==> config.mk <==
export PLATFORM = sky130hd
export DESIGN_NAME = sbox6_serial_layer
export DESIGN_NICKNAME = d
export VERILOG_FILES = /design/src/rtl/sbox6_serial_layer.sv
export SDC_FILE = /design/constraint.sdc
export NUM_CORES = 1
export LEC_CHECK = 0
export ABC_AREA = 1
export BUFFER_PORTS_ARGS = -buffer_cell sky130_fd_sc_hd__buf_2
export CAP_MARGIN = 5
export CORE_UTILIZATION = 53
export DETAILED_ROUTE_END_ITERATION = 10
export PLACE_DENSITY_LB_ADDON = 0.12
export RECOVER_POWER = 100
export SETUP_SLACK_MARGIN = 0.1
export SYNTH_ARGS = -nofsm -noshare
export SYNTH_HDL_FRONTEND = slang
export SYNTH_SLANG_ARGS = --single-unit
==> constraint.sdc <==
create_clock -name clk -period 1.93 [get_ports clk]
set_clock_uncertainty 0.1 [all_clocks]
set_input_delay 0.193 -clock clk [delete_from_list [all_inputs] [get_ports clk]]
set_output_delay 0.193 -clock clk [all_outputs]
set_load 0.05 [all_outputs]
==> src/rtl/sbox6_serial_layer.sv <==
// sbox6_serial_layer
// Serial substitution layer. A block of NWORDS 6-bit words passes through
// one shared external combinational S-box, one word per clock. The block
// is held in a shift register. Each RUN cycle presents the lowest word to
// the S-box and inserts the S-box result at the top. After NWORDS shifts,
// every word is back in its original position, now substituted.
// The S-box path is a single cycle: dreg[5:0] -> sbox_y -> top word of dreg.

module sbox6_serial_layer #(
    parameter int NWORDS = 6
) (
    input  logic                  clk,
    input  logic                  rst,
    input  logic                  in_valid,
    output logic                  in_ready,
    input  logic [6*NWORDS-1:0]   in_data,
    output logic [5:0]            sbox_x,
    input  logic [5:0]            sbox_y,
    output logic                  out_valid,
    input  logic                  out_ready,
    output logic [6*NWORDS-1:0]   out_data
);

    localparam int W  = 6 * NWORDS;
    localparam int CW = (NWORDS > 1) ? $clog2(NWORDS) : 1;
    localparam logic [CW-1:0] LAST = CW'(NWORDS - 1);

    localparam logic [1:0] S_IDLE = 2'd0;
    localparam logic [1:0] S_RUN  = 2'd1;
    localparam logic [1:0] S_DONE = 2'd2;

    logic [1:0]    r_state;
    logic [W-1:0]  r_dreg;
    logic [CW-1:0] r_cnt;
    logic [W-1:0]  w_shifted;

    // Next dreg value during RUN: shift right one word, with the S-box result entering at the top
    generate
        if (NWORDS == 1) begin : g_single
            assign w_shifted = sbox_y;
        end else begin : g_multi
            assign w_shifted = {sbox_y, r_dreg[W-1:6]};
        end
    endgenerate

    // Control FSM: accept in IDLE, shift NWORDS times in RUN, hold the result in DONE until taken
    always_ff @(posedge clk or posedge rst) begin
        if (rst) begin
            r_state <= S_IDLE;
            r_dreg  <= '0;
            r_cnt   <= '0;
        end else begin
            case (r_state)
                S_IDLE: begin
                    if (in_valid) begin
                        r_dreg  <= in_data;
                        r_cnt   <= '0;
                        r_state <= S_RUN;
                    end
                end
                S_RUN: begin
                    r_dreg <= w_shifted;
                    r_cnt  <= r_cnt + 1'b1;
                    if (r_cnt == LAST) begin
                        r_state <= S_DONE;
                    end
                end
                S_DONE: begin
                    if (out_ready) begin
                        r_state <= S_IDLE;
                    end
                end
                default: begin
                    r_state <= S_IDLE;
                end
            endcase
        end
    end

    // Handshake outputs depend on state only, so out_ready never reaches in_ready combinationally
    assign in_ready  = (r_state == S_IDLE);
    assign out_valid = (r_state == S_DONE);
    assign out_data  = r_dreg;

    // The S-box input is parked at zero outside RUN so the external S-box does not toggle
    assign sbox_x = (r_state == S_RUN) ? r_dreg[5:0] : 6'h00;

endmodule

==> results_dict.tcl <==
set metrics [dict create \
    start_util 0.568 \
    yosysSeqAreaShare 0.442 \
    synth_area_leaders "dfrtp_1 44%, nand2_1 24%, inv_1 13%" \
    clk_pin_slew_worst_paths_ns 0.08 \
    vias_per_cell 4.79 \
    cts_sinks 41 \
    grt_max_degree 40 \
    slowest_delay_ns 0.39 \
    hold_class "in2reg" \
    cts_buffers 5 \
    critPathLaunchType "register" \
    synth.distinct_cells 17 \
    die_w_um 68.2 \
    drive_gt1_frac 0.157 \
    avgSynthCellArea_sq_um 6.69 \
    crit_path_max_fanout 39 \
    status "completed" \
    cp-end-kind "primary output" \
    hold_viol_final 0 \
    async_reset_ff_frac 1.00 \
    core-area_sq_mm 0.00409 \
    drtIter0Drc 177 \
    route.met3.wl_um 277 \
    die_y_um 68.2 \
    route.detailed.drc 0 \
    wl_met2_um 2560 \
    grt_pass1_vias 2049 \
    antenna_found_initial 0 \
    crit_slowest_cell "dfrtp_1" \
    wl_met1_um 2520 \
    slew_headroom 0.306 \
    syn-cell-area_sq_mm 0.00232 \
    yosysWarnings 0 \
    yosysTopAreaCell "dfrtp_1" \
    dieArea_sq_mm 0.00465 \
    synth_ff_type "dfrtp_1" \
    drv_slew 0 \
    drtPass1Iterations 4 \
    synthTopCellsByCount "151 x nand2_1, 81 x inv_1, 41 x dfrtp_1" \
    cp_top_family "buffers and inverters" \
    layout-area-overhead-vs-synth_pct 20.4 \
    synth_nets 395 \
    yosysMostFrequentCell "nand2_1" \
    track_usage 0.255 \
    top_layer "met4" \
    setup_violations 0 \
    synth_top_cell_area_share 0.442 \
    fmax_mhz 560 \
    grt-ovfl-total 0 \
    netlist_instances 347 \
    io_buffers 89 \
    post-route-util 0.683 \
    gp_congestion 0.748 \
    cp_cell_sequence "buf_4 -> inv_2 -> nand2_1 -> inv_1 -> clkbuf_2" \
    io_pins 90 \
    clk-insertion-delay-late_ns 0.29 \
    n_antenna_cell 0 \
    cts_root_buffer "clkbuf_8" \
    via_count 2316 \
    ant_nets 0 \
    cap_violations 0 \
    arrival_ns 1.49 \
    post-cts-setup-buffer-count 0 \
    rows 23 \
    grt_pass1_wl_um 8750 \
    htree_levels 2 \
    worstPathRequired_ns 1.64 \
    fin_crit_ns 1.78 \
    r2r_slack_ns 0.19 \
    cts_tree "done" \
    nNetsFinal 483 \
    dp_hpwl_um 3750 \
    fin_area_sq_mm 0.00279 \
    criticalPathCategory "reg2out" \
    fin_crit_sh 0.925 \
    clock_path_buffers 2 \
    wl_per_cell_um 11.3 \
    synth_edf_count 0 \
    filler_cell_count 424 \
    ys_ff_latch 41 \
    postPlaceCellArea_sq_mm 0.00275 \
    cts_resized 0 \
    grt_setup_unrepaired "yes" \
    worstPathBufferInverterCount 4 \
    wirelength_um 5450 \
    tightestPinTransition_ns 1.04 \
    tns_ns 0 \
]
-- flip-flops by register name, indices dropped and copies added (netlist names) --
name	flops
out_data	36
r_state	2
r_cnt	3
-- per-stage QoR --
step                      setup WS (ns)  cells  hold WS [ns]
after global routing             0.0185    484         0.110
final                             0.145    484         0.100
after global placement            0.410    476         0.178
after floorplan                   0.250    347         0.202
after CTS                         0.152    484        0.0954
after detailed placement          0.376    476         0.188
-- cells in the final DEF, fill, tap and decap left out, types with 2 or more instances in the layout --
| master | synthesis | final |
|---|---|---|
| inv_1 | 81 | 81 |
| ha_1 | 2 | 2 |
| buf_4 | 3 | 2 |
| inv_2 | 2 | 2 |
| nand3_1 | 36 | 36 |
| buf_2 | 6 | 46 |
| clkbuf_2 | 0 | 9 |
| o21ai_0 | 1 | 2 |
| clkbuf_8 | 0 | 5 |
| nand2_1 | 151 | 151 |
| dlygate4sd3_1 | 0 | 2 |
| nor2_1 | 12 | 12 |
| nand2_4 | 2 | 2 |
| clkbuf_1 | 1 | 36 |
| dfrtp_1 | 41 | 41 |
-- worst min-delay path, delay by kind of cell --
| kind | cells | cell delay (ns) |
|---|---|---|
| and+or+nand+nor | 3 | 0.17 |
| buffers and inverters | 2 | 0.10 |
-- logic make-up (layout without fill, tap and decap cells) --
family | Yosys count | count (layout) | synth area share
compound gates | 5 | 5 | 0.0129
fa+ha+maj | 2 | 2 | 0.0108
buf+inv | 98 | 185 | 0.183
flops | 41 | 41 | 0.442
simple gates | 201 | 201 | 0.351
-- final timing paths --
path                              start           end  cells after the start
hold reg to reg            out_data[21]  out_data[21]                      2
max in group asynchronous           rst    r_state[0]                      4
setup reg to reg             r_state[0]      r_cnt[2]                      5
setup / recovery             r_state[0]     out_valid                      5
min in group asynchronous           rst   out_data[3]                      3
hold / removal                sbox_y[0]  out_data[30]                      5
-- repair_timing --
item / in CTS / in global routing
hold buffers: 2 / 0
setup endpoints to repair: 0 / 7
hold endpoints to repair: 26 / 0
-- routing by layer --
metal | track usage | vias up
met4 | 0.0911 | 0
met5 | 0 | -
met1 | 0.321 | 1065
li1 | - | 1169
met2 | 0.426 | 73
met3 | 0.0550 | 9
-- cell type report --
class	instances	area [sq um]	share of cell area
flip-flops and latches	41	1030	0.367
well taps	50	62.6	0.0224
clock inverters	1	5.00	0.00179
repair buffers	96	453	0.162
multi-input cells	208	866	0.310
inverters	83	312	0.112
clock buffers	5	68.8	0.0246
Power is not shown: default switching activity piles up to over one toggle a cycle in this logic, so the estimate is an artifact.
